===== src/rtl/mem_port_arbiter.sv =====
// Round-robin arbiter sharing one single-ported data memory between NREQ requesters.
// Registered one-hot grants, locked multi-beat bursts, one-cycle ack with registered read data.
//
// state | meaning
// IDLE  | no owner; arbitrate among pending requests (one cycle, no memory access)
// BUSY  | owner holds the port; each cycle with req[owner] high is one beat
module mem_port_arbiter #(
    parameter int NREQ     = 2,
    parameter int ADDR_W   = 10,
    parameter int DATA_W   = 32,
    parameter int MAX_HOLD = 8
) (
    input  logic                     clk,
    input  logic                     rst_n,
    input  logic [NREQ-1:0]          req,
    input  logic [NREQ-1:0]          we,
    input  logic [NREQ-1:0]          lock,
    input  logic [NREQ*ADDR_W-1:0]   addr,
    input  logic [NREQ*DATA_W-1:0]   wdata,
    output logic [NREQ-1:0]          gnt,
    output logic [NREQ-1:0]          ack,
    output logic [DATA_W-1:0]        rdata,
    output logic                     mem_we,
    output logic [ADDR_W-1:0]        mem_addr,
    output logic [DATA_W-1:0]        mem_wdata,
    input  logic [DATA_W-1:0]        mem_rdata
);

    localparam int OW = $clog2(NREQ);
    localparam int HW = $clog2(MAX_HOLD);

    typedef enum logic {IDLE, BUSY} stateT;

    stateT           state, stateNext;
    logic [OW-1:0]   owner, rrPtr, pickIdx;
    logic [HW-1:0]   holdCnt;
    logic [NREQ-1:0] ownerHot;
    logic            anyReq, othersPending, beat, relNow, found;
    int              idx;

    always_ff @(posedge clk or negedge rst_n) begin
        if (!rst_n) begin
            state   <= IDLE;
            owner   <= '0;
            rrPtr   <= '0;
            holdCnt <= '0;
            gnt     <= '0;
            ack     <= '0;
            rdata   <= '0;
        end else begin
            state <= stateNext;
            ack   <= beat ? ownerHot : '0;
            if (beat && !we[owner])
                rdata <= mem_rdata;
            case (state)
                IDLE: begin
                    if (anyReq) begin
                        owner   <= pickIdx;
                        gnt     <= NREQ'(1) << pickIdx;
                        holdCnt <= '0;
                    end
                end
                BUSY: begin
                    // Saturating at MAX_HOLD-1 keeps the cap armed for a late contender after a long lone burst.
                    if (beat && holdCnt != HW'(MAX_HOLD - 1))
                        holdCnt <= holdCnt + 1'b1;
                    if (relNow) begin
                        gnt   <= '0;
                        rrPtr <= (owner == OW'(NREQ - 1)) ? '0 : owner + 1'b1;
                    end
                end
                default: ;
            endcase
        end
    end

    always_comb begin
        pickIdx = '0;
        found   = 1'b0;
        idx     = 0;
        for (int k = 0; k < NREQ; k++) begin
            idx = int'(rrPtr) + k;
            if (idx >= NREQ)
                idx = idx - NREQ;
            if (!found && req[idx]) begin
                found   = 1'b1;
                pickIdx = OW'(idx);
            end
        end
        anyReq        = |req;
        ownerHot      = NREQ'(1) << owner;
        othersPending = |(req & ~ownerHot);
        beat          = (state == BUSY) && req[owner];
        relNow        = (state == BUSY) &&
                        (!req[owner] || !lock[owner] ||
                         (holdCnt == HW'(MAX_HOLD - 1) && othersPending));
        stateNext = state;
        case (state)
            IDLE:    if (anyReq) stateNext = BUSY;
            BUSY:    if (relNow) stateNext = IDLE;
            default: stateNext = IDLE;
        endcase
    end

    always_comb begin
        mem_we    = beat && we[owner];
        mem_addr  = addr[owner*ADDR_W +: ADDR_W];
        mem_wdata = wdata[owner*DATA_W +: DATA_W];
    end

endmodule


===== config.mk =====
export PLATFORM = sky130hd
export DESIGN_NAME = mem_port_arbiter
export DESIGN_NICKNAME = d
export VERILOG_FILES = /design/src/rtl/mem_port_arbiter.sv
export SDC_FILE = /design/constraint.sdc
export NUM_CORES = 1
export LEC_CHECK = 0
export ABC_AREA = 1
export ABC_CLOCK_PERIOD_IN_PS = 1790
export BUFFER_PORTS_ARGS = -buffer_cell sky130_fd_sc_hd__buf_2
export CORE_UTILIZATION = 39
export CTS_CLUSTER_SIZE = 20
export DETAILED_ROUTE_END_ITERATION = 8
export PLACE_DENSITY = 0.82
export REMOVE_ABC_BUFFERS = 1
export SYNTH_ARGS = -nofsm -noshare
export SYNTH_HDL_FRONTEND = slang
export SYNTH_SLANG_ARGS = --single-unit

===== constraint.sdc =====
create_clock -name clk -period 1.79 [get_ports clk]
set_clock_uncertainty 0.05 [all_clocks]
set_input_delay 0.2685 -clock clk [delete_from_list [all_inputs] [get_ports clk]]
set_output_delay 0.2685 -clock clk [all_outputs]
set_load 0.02 [all_outputs]

Word level (Yosys, flattened, before mapping) --
Cells that the tools add are included.
Operators by class: add/subtract/negate cells 5, $lt $le $gt $ge 5, bitwise operators 3, shift operators 4, divide/modulo/power cells 0, multipliers 1, muxes and demuxes 28, reduce and logical (&&, ||, !) cells 19, equal/unequal tests 5
Operators by type and width (count):
- $lt 32x3->1 const B | 2
- $mux 32 | 2
- $shiftx 64x7->32 | 1
- $shiftx 20x6->10 | 1
- $mux 1 | 18
- $reduce_and 2->1 | 4
- $logic_and 1x1->1 | 7
- $mux 2 | 3
- $mux 3 | 2
- $pmux 3 s2 | 1
- $logic_not 1->1 | 4
- $mul 1x3->4 const B | 1
- $ne 2x1->1 const B | 2
- $pmux 2 s2 | 1
- $reduce_or 2->1 | 2
- $shl 1x1->2 const A | 2
- $add 3x1->3 const B | 1
- $eq 3x3->1 const B | 1
- $ne 3x3->1 const B | 1
- $sub 1x2->3 const B | 1
- $sub 2x2->3 const B | 1
- $add 1x1->2 const B | 1
- $and 2x2->2 | 1
- $ge 1x2->1 const B | 1
- 8 further kinds | 9
Storage, ports and cells: output and inout port bits 79, input bits 124, register bits 42, memories 0, ROM bits 0, bits in writable memories 0, word-level logic and storage cells 77, latch bits 0

Depth between registers and ports, before layout --
Gate-level depths: netlist (run 1).
depth in word-level cells 12, depth in mapped cells 7, depth with buffers taken out 7

Worst setup path before layout (run 1) --
Ideal clock, no wire load.
path type reg2out, from register owner, to output mem_we, data arrival time 1.111 ns, required time 1.471 ns, setup slack 0.360 ns, stages on the path, launching flop included 4, path through dfrtp_1 o21ai_1 nand2_1 nor2_1
On the way: word-level cells in the longest chain between the ends 4, elaborated cells on any way between the ends 6, those cells by class 4 x mux; 2 x reduce/logical
RTL lines:
- start, declared | line 35 | logic [OW-1:0] owner, rrPtr, pickIdx;
- start signal, assigned | line 58 | owner <= pickIdx;
- $mux 1 (implied by the code) (2 in a row) | line 93 | beat = (state == BUSY) && req[owner];
- $logic_and 1x1->1 | line 93
- $logic_and 1x1->1 (*) | line 106 | mem_we = beat && we[owner];
- end, declared | line 23 | output logic mem_we,
Mark *: on every way between the ends. The rest lies on a longest branch, timed or not. The select of a mux whose other input is x is not followed.

Worst setup path after layout (run 1) --
Same ends and word-level chain as after synthesis.

==> flow_summary.yaml, run 1 <==
clocking:
  root_buffer: "clkbuf_8"
  cts.sinks: 42
  clockBufferDepth: 2
  cts_buffers: 5
  path_clk_slew_ps: 80
  worstSkewPairLatency_ps: 280
  cts_tree: "yes"
  h-tree-depth: 2
place:
  dp_hpwl_um: 5800
  place_congestion: 0.858
  port_buffers: 202
  dpl_cell_area_um2: 3460
routing:
  drc: 0
  first_pass_iters: 4
  vias_per_cell: 4.44
  routed_wl_um: 7250
  ant_nets: 0
  drt-initial-drc-count: 75
  wl_per_cell_um: 12.0
  vias: 2688
outcome:
  outcome: "finished, violations left"
  violations: "negative hold slack"
logic_synthesis:
  syn-cell-area_um2: 2380
  yosys.area.top_type: "dfrtp_1"
  yosysMostFrequentCell: "nand2_1"
  yosysTopAreaCellShare_pct: 44.1
  synthTopCellsByCount: "nand2_1, dfrtp_1, inv_1"
  yosys_warnings: 0
  synth_seq_area_share_pct: 44.1
  synthArstFlopShare_pct: 100
  synth_seq_cells: 42
  synthDistinctLibCells: 18
  synth_area_leaders: "dfrtp_1, nand2_1, o21ai_2"
  synth-edff-count: 0
  synth_cells: 326
  synthFlopType: "dfrtp_1"
  syn_area_per_cell_um2: 7.32
timing:
  period_needed_ps: 1680
  max_freq_mhz: 594
  drv_slew: 0
  setup_viol: 0
  holdWs_ps: -12.8
  finalHoldViolations: 14
  worstMarginPinSlew_ps: 524
  period_share_pct: 94.0
  rsz0062_at_grt: "false"
  slew_headroom_pct: 65.1
job:
  maxCapViolCount: 0
critical_path:
  crit_path_end_kind: "output pin"
  crit_path_end: "mem_we"
  r2r_end: "rdata[9]"
  r2r-start: "owner"
  crit_type: "flop to output pin"
  start_kind: "flop"
  worst-r2r-cell-count: 6
  path_max_fanout: 7
  cp.arrival_ps: 1360
  crit_start: "owner"
  rrSetupSlack_ps: 270
  critPathRequiredTime_ps: 1470
finish:
  finish.utilization_pct: 60.5
  n_antenna_cell: 0
  nets: 656
  layout-drive-gt1-share_pct: 48.5
  synthToLayoutAreaGrowth_pct: 50.3
  postLayoutCellArea_um2: 3580
global_routing:
  grt_max_degree: 65
  use_met1_pct: 27.2
  gr-usage-met3_pct: 6.70
  busiest_layer: "met2"
  grt_pass1_wl_um: 10900
  antenna_found_initial: 1
  grt_pass1_vias: 2361
  grt_use_total_pct: 22.0
  met2_usage_pct: 36.6
  grt_remaining_overflow: 0
pwr:
  power_density_nw_per_um2: 1630
  ir_drop_v: 0.000843
  finalPower_mw: 5.85
  p_leak_nw: 2.31
floorplan:
  die_x_um: 80.2
  fp.dieH_um: 80.2
  coreArea_um2: 5920
  ios: 203
  num_rows: 28
  start_util_pct: 40.3
  die_area_um2: 6430
hold_path:
  min_path_type: "input pin to asynchronous set/reset pin"
state kept, by name (all words and copies together), names as in the netlist:
signal	flops
state	1
rrPtr	1
rdata	32
owner	1
ack	2
holdCnt	3
gnt	2
logic make-up (layout without fill, tap and decap cells):
family	Yosys count	after routing	synth area share (%)
flops	42	42	44.1
fa+ha+maj	2	2	1.05
buf+inv	53	257	10.3
simple gates	190	190	31.2
compound gates	39	39	13.4
worst max-delay path, stage by stage, from the launching register on:
cell     delay, ps
dfrtp_2        480
o21ai_1        140
buf_4          160
nand2_2         60
nor2_2         110
buf_4          140
worst min path at each step:
| stage | startpoint | endpoint | slack [ps] | cells past startpoint |
|---|---|---|---|---|
| CTS | rst_n | rdata[13] | 6 | 2 |
| floorplan | rst_n | ack[0] | -80 | 0 |
| finish | rst_n | rdata[0] | -10 | 2 |
| detailed placement | rst_n | rdata[13] | 320 | 2 |
| global route | rst_n | ack[0] | 30 | 2 |
| global placement | rst_n | rdata[13] | 320 | 2 |
power by group:
part	switching [mW]	internal (mW)	leakage, nW
clock	0.299	0.269	0.0383
combinational	2.37	1.28	1.74
sequential	0.259	1.37	0.530
area by class of cell:
| type | count | area, um^2 |
|---|---|---|
| fill | 579 | 2340 |
| timing repair buffer | 212 | 1120 |
| multi-input combinational | 231 | 1100 |
| sequential | 42 | 1050 |
| inverter | 38 | 148 |
| tap | 75 | 93.8 |
| clock buffer | 7 | 76.3 |
through the flow:
| stage | setup slack (ps) | TNS [ps] | instances | hold slack, ps |
|---|---|---|---|---|
| after detailed placement | 256 | 0 | 595 | 323 |
| after global routing | 12.8 | 0 | 605 | 30.8 |
| after CTS | 51.2 | 0 | 602 | 6.20 |
| after global placement | 336 | 0 | 595 | 315 |
| after floorplan | -1030 | -48420 | 311 | -77.1 |
| final | 108 | 0 | 605 | -12.8 |
cell usage in the layout, fill, tap and decap left out:
cell type  instances
buf_12             2
buf_2            201
buf_4              8
buf_6              1
clkbuf_1           2
clkbuf_8           5
clkinv_4           1
dfrtp_1           41
dfrtp_2            1
ha_1               2
inv_1             37
nand2_1          174
nand2_2            2
nand3_1            7
nand3_4            1
nand3b_1           1
nor2_1             2
nor2_2             1
o21ai_0            5
o21ai_1            1
o21ai_2           33
or2_1              1
or2_2              1
per-layer routing:
| layer | up-vias | routed length, um |
|---|---|---|
| met3 | 15 | 647 |
| met5 | - | 13 |
| met4 | 2 | 99 |
| met2 | 128 | 3440 |
| li1 | 1388 | - |
| met1 | 1155 | 3060 |
repair_timing:
| item | in CTS | in global routing |
|---|---|---|
| gates resized for setup | 2 | 7 |
| endpoints found under the hold margin | 0 | 0 |
| pin swaps | 0 | 2 |
| hold buffers | 0 | 0 |
| setup buffers | 0 | 3 |
| endpoints found under the setup margin | 29 | 24 |
Note: power is estimated with default switching activity, not from simulation.
==> run 2, diff against run 1 <==
==> config.mk (replaced) <==
export PLATFORM = sky130hd
export DESIGN_NAME = mem_port_arbiter
export DESIGN_NICKNAME = d
export VERILOG_FILES = /design/src/rtl/mem_port_arbiter.sv
export SDC_FILE = /design/constraint.sdc
export NUM_CORES = 1
export LEC_CHECK = 0
export ABC_CLOCK_PERIOD_IN_PS = 1790
export BUFFER_PORTS_ARGS = -buffer_cell sky130_fd_sc_hd__buf_2
export CORE_UTILIZATION = 38
export CTS_CLUSTER_SIZE = 20
export DETAILED_ROUTE_END_ITERATION = 8
export PLACE_DENSITY = 0.8
export SYNTH_ARGS = -nofsm -noshare
export SYNTH_HDL_FRONTEND = slang
export SYNTH_SLANG_ARGS = --single-unit
==> flow_summary.yaml, run 2 <==
outcome:
  outcome: "finished clean"
logic_synthesis:
  synthAdderAreaFrac_pct: 1.06
  syn-cell-area_um2: 2370
  synth.area.mux_share_pct: 41.6
  syn-num-nets: 300
  synthTopCellsByCount: "mux2_2, dfrtp_1, mux2_4"
  synth-simple-area-share_pct: 6.44
  synthArstFlopShare_pct: 100
  synth_xor_area_share_pct: 0
  synth_seq_cells: 42
  synth_top_family_by_area: "multiplexers"
  syn_area_per_cell_um2: 13.6
  yosys_warnings: 0
  synth_compound_area_share_pct: 3.06
  yosys.area.top_type: "dfrtp_1"
  synth_seq_area_share_pct: 44.4
  synthDistinctLibCells: 28
  yosysMostFrequentCell: "mux2_2"
  synthFlopType: "dfrtp_1"
  yosysTopAreaCellShare_pct: 44.4
  synth_area_leaders: "dfrtp_1, mux2_2, mux2_4"
  synth-edff-count: 0
  synth_cells: 174
critical_path:
  cp_slowest_stage_delay_ps: 420
  cp.arrival_ps: 1470
  crit_type: "flop to output pin"
  path_cells: "buf_12 > mux2_2 > buf_2"
  crit_path_end_kind: "output pin"
  crit_slowest_cell: "dfrtp_2"
  critPathRequiredTime_ps: 1470
  start_kind: "flop"
  path_max_fanout: 30
global_routing:
  grt_remaining_overflow: 0
  grt_pass1_wl_um: 10000
  antenna_found_initial: 0
  grt_use_total_pct: 20.3
  grt_pass1_vias: 2056
  grt_max_degree: 31
timing:
  drv_slew: 0
  slew_headroom_pct: 74.8
  period_needed_ps: 1780
  max_freq_mhz: 560
  period_share_pct: 99.7
  finalHoldViolations: 0
  setup_slack_ps: 5.72
  holdWs_ps: 150
  fin_setup_tns_ps: 0
  rsz0062_at_grt: "true"
  worstMarginPinSlew_ps: 375
  setup_viol: 0
place:
  port_buffers: 202
  place_congestion: 0.899
  dpl_cell_area_um2: 3490
  dp_hpwl_um: 5700
  dp.cells: 449
  pre_cts_ws_ps: 214
routing:
  vias: 2234
  routed_wl_um: 7080
  first_pass_iters: 4
  drt-initial-drc-count: 97
  ant_nets: 0
  drc: 0
  wl_per_cell_um: 15.4
  vias_per_cell: 4.86
clocking:
  worstSkewPairLatency_ps: 290
  root_buffer: "clkbuf_8"
  cts_buffers: 5
  h-tree-depth: 2
  cts_tree: "yes"
  clockBufferDepth: 2
  path_clk_slew_ps: 80
  cts.sinks: 42
finish:
  finish.utilization_pct: 61.3
  top_register: "rdata"
  instances_no_fill: 460
  final_cell_mix: "buf_2, mux2_2, dfrtp_1"
  mostFrequentLayoutCell: "buf_2"
  postLayoutCellArea_um2: 3650
  nets: 510
  top_regs: "rdata x32, holdCnt x3"
  synthToLayoutAreaGrowth_pct: 54.1
  largest_reg_flops: 32
  layout-drive-gt1-share_pct: 76.9
  n_antenna_cell: 0
floorplan:
  fp.dieH_um: 81.0
  die_area_um2: 6550
  coreArea_um2: 5960
  start_util_pct: 39.8
  num_rows: 28
  ios: 203
  die_x_um: 81.0
hold_path:
  min_path_type: "input pin to flop"
pwr:
  ir_drop_v: 0.00102
  p_leak_nw: 1.96
  finalPower_mw: 6.16
  power_density_nw_per_um2: 1690
job:
  maxCapViolCount: 0
==> run 2: cell types whose count changed after synthesis, sizes merged, moves of 4 or more <==
cell,before,now
mux2i,0,4
and2,0,4
mux2,0,74
nand2,176,7
nand4,0,4
o21ai,39,1
buf,12,8
nand3,8,3
nor2b,0,4
inv,38,4
==> run 2: routing by layer <==
metal  up-vias  track usage, %  part of all wire [%]
met2       129            36.2                    51
li1       1045               -                     -
met5         -               0                     0
met4         0            7.32                   1.5
met1      1051            23.7                    39
met3         9            4.61                   8.7
==> run 2: where the power goes <==
part	switching (mW)	total, mW	internal, mW
logic	1.90	3.72	1.82
clock network	0.322	0.738	0.416
registers	0.289	1.70	1.41
total	2.51	6.16	3.65
==> run 2: what timing repair did <==
action	CTS	global route
resized for setup	2	6
hold buffers	1	0
endpoints found under the setup margin	36	40
hold endpoints to repair	13	0
buffers inserted	2	0
==> run 2: path summary, 6_finish.rpt <==
kind	cells after the start	start	slack, ps	end
setup reg to reg	5	owner	80	rdata[12]
hold reg to reg	1	holdCnt[0]	450	holdCnt[0]
min in group asynchronous	2	rst_n	360	rdata[28]
hold / removal	2	mem_rdata[20]	150	rdata[20]
setup / recovery	3	owner	6	mem_wdata[7]
max in group asynchronous	3	rst_n	650	rdata[12]
==> run 2: logic make-up (layout without fill, tap and decap cells) <==
group                    Yosys count  after routing
AO/OA/AOI/OAI                     10             10
adder cells (fa/ha/maj)            2              2
buffers and inverters             14            225
flip-flops                        42             42
multiplexers                      78             78
AND/OR/NAND/NOR                   28             28
==> run 2: final cells by class <==
cell class / instances / area (um^2)
multi-input combinational: 118 / 1240
timing repair buffer: 213 / 1140
sequential: 42 / 1050
clock buffer: 6 / 72.6
clock inverter: 2 / 37.5
inverter: 4 / 15.0
tap: 75 / 93.8
fill: 492 / 2300
==> run 2: critical path: cells and delay by family, from the launching register on <==
| family | cells | cell delay [ps] |
|---|---|---|
| buffers and inverters | 2 | 360 |
| flip-flops | 1 | 420 |
| multiplexers | 1 | 370 |
==> run 3, diff against run 2 <==
--- a/config.mk
+++ b/config.mk
@@ -10,6 +10,7 @@
 export CORE_UTILIZATION = 38
 export CTS_CLUSTER_SIZE = 20
 export DETAILED_ROUTE_END_ITERATION = 8
+export HOLD_SLACK_MARGIN = 0.05
 export PLACE_DENSITY = 0.8
 export SYNTH_ARGS = -nofsm -noshare
 export SYNTH_HDL_FRONTEND = slang
==> constraint.sdc (replaced) <==
create_clock -name clk -period 1.79 [get_ports clk]
set_clock_uncertainty 0.05 [all_clocks]
set_input_delay 0.2685 -clock clk [delete_from_list [all_inputs] [get_ports clk]]
set_output_delay 0.2685 -clock clk [all_outputs]
set_load 0.05 [all_outputs]
==> flow_summary.yaml, run 3 (synthesized netlist as in run 2, its figures left out) <==
place:
  dp_hpwl_um: 5690
  port_buffers: 202
  pre_cts_ws_ps: 139
  dpl_cell_area_um2: 3490
  place_congestion: 0.833
outcome:
  outcome: "finished, violations left"
  violations: "negative setup slack"
global_routing:
  grt_pass1_wl_um: 10500
  grt_remaining_overflow: 0
  grt_use_total_pct: 21.7
  grt_pass1_vias: 2208
  grt_max_degree: 28
  antenna_found_initial: 0
hold_path:
  min_path_type: "input pin to flop"
  holdPathStages: 2
critical_path:
  path_cells: "buf_6 > buf_6 > and2_4 > a32o_2 > buf_12 > clkbuf_16 > mux2_4"
  cp.depth: 7
  path_delay_family: "buffers and inverters"
  start_kind: "flop"
  cp_slowest_stage_delay_ps: 460
  crit_path_end_kind: "flop"
  cpMostUsedCell: "buf_6"
  worst-r2r-cell-count: 7
  path_max_fanout: 7
  critPathRequiredTime_ps: 1920
  crit_type: "flop to flop"
  path_buf_inv: 4
  crit_slowest_cell: "dfrtp_2"
  cp.arrival_ps: 2010
finish:
  layout-drive-gt1-share_pct: 78.2
  mostFrequentLayoutCell: "buf_2"
  synthToLayoutAreaGrowth_pct: 72.1
  nFillCells: 435
  postLayoutCellArea_um2: 4080
  top_register: "rdata"
  top_regs: "rdata x32, holdCnt x3"
  nets: 519
  n_antenna_cell: 0
  final_cell_mix: "buf_2, mux2_2, dfrtp_1"
  largest_reg_flops: 32
routing:
  drt-initial-drc-count: 166
  vias: 2329
  vias_per_cell: 4.97
  met1_length_um: 3020
  drc: 0
  wl_met2_um: 4070
  routed_wl_um: 8150
  ant_nets: 0
  first_pass_iters: 4
  top_layer: "met4"
  wl_per_cell_um: 17.4
  wl_met3_um: 924
timing:
  worstMarginPinSlew_ps: 546
  period_needed_ps: 1880
  holdWs_ps: 152
  max_freq_mhz: 531
  drv_slew: 0
  setup_slack_ps: -94.8
  setup_viol: 63
  finalHoldViolations: 0
  period_share_pct: 105
  rsz0062_at_grt: "true"
  slew_headroom_pct: 63.6
  fin_setup_tns_ps: -3970
clocking:
  clockBufferDepth: 2
  worstSkewPairLatency_ps: 290
  path_clk_slew_ps: 90
  cts_buffers: 5
  cts.sinks: 42
  cts_tree: "yes"
  root_buffer: "clkbuf_8"
  h-tree-depth: 2
pwr:
  pwr-share-comb_pct: 70.3
  ir_drop_v: 0.00140
  p_leak_nw: 2.14
  power.share.clock_pct: 10.2
  finalPower_mw: 8.80
  power_density_nw_per_um2: 2160
  pwr-share-seq_pct: 19.5
  power_switching_mw: 4.41
  internal-power_mw: 4.39
  p_sw_share_pct: 50.1
floorplan:
  num_rows: 28
  fp.dieH_um: 81.0
  ios: 203
  die_x_um: 81.0
  coreArea_um2: 5960
  start_util_pct: 39.8
  die_area_um2: 6550
job:
  maxCapViolCount: 0
## run 3: final timing paths
path                               start          to  slack (ps)
max                                owner   rdata[18]         -90
max reg2reg                        owner   rdata[18]         -90
min in group asynchronous          rst_n   rdata[19]         450
min reg2reg                   holdCnt[0]  holdCnt[0]         440
min                        mem_rdata[30]   rdata[30]         150
max in group asynchronous          rst_n   rdata[24]         680
## run 3: repair_timing
action | in CTS | in global routing
hold endpoints to repair | 22 | 0
hold buffers | 1 | 0
resized for setup | 66 | 16
gates cloned | 2 | 4
buffers inserted | 4 | 3
setup endpoints to repair | 42 | 75
pin swaps | 1 | 1
## run 3: power by group through the flow
stage	clock network (mW)	registers (mW)	logic [mW]
4_1_cts	0.922	1.71	5.93
3_3_place_gp	0	1.70	5.21
5_1_grt	0.969	1.76	6.43
2_1_floorplan	0	3.10	2.74
3_5_place_dp	0	1.73	5.29
6_report	0.894	1.71	6.19
## run 3: stage by stage
step / util (%) / std cells
final: 68.4 / 469
after global routing: 68.4 / 469
after CTS: 66.0 / 463
after detailed placement: 58.6 / 448
after global placement: 58.6 / 448
after floorplan: - / 174
## run 3: final cells by class
| class | instances | area, um^2 | area share (%) |
|---|---|---|---|
| well taps | 75 | 93.8 | 2.30 |
| repair buffers | 222 | 1530 | 37.4 |
| flip-flops and latches | 42 | 1050 | 25.8 |
| clock buffers | 5 | 68.8 | 1.69 |
| multi-input cells | 118 | 1250 | 30.7 |
| inverters | 4 | 15.0 | 0.368 |
| clock inverters | 3 | 68.8 | 1.69 |
## run 3: worst reg2reg max path: stages (launching register included)
cell       delay, ps
dfrtp_2          460
buf_6            140
buf_6            120
and2_4           150
a32o_2           240
buf_12           150
clkbuf_16        170
mux2_4           300
## run 3: per-layer routing
metal / up-vias / GRT usage, %
met2: 150 / 36.6
met3: 8 / 8.65
met5: - / 0
li1: 1064 / -
met1: 1107 / 24.4
met4: 0 / 8.93
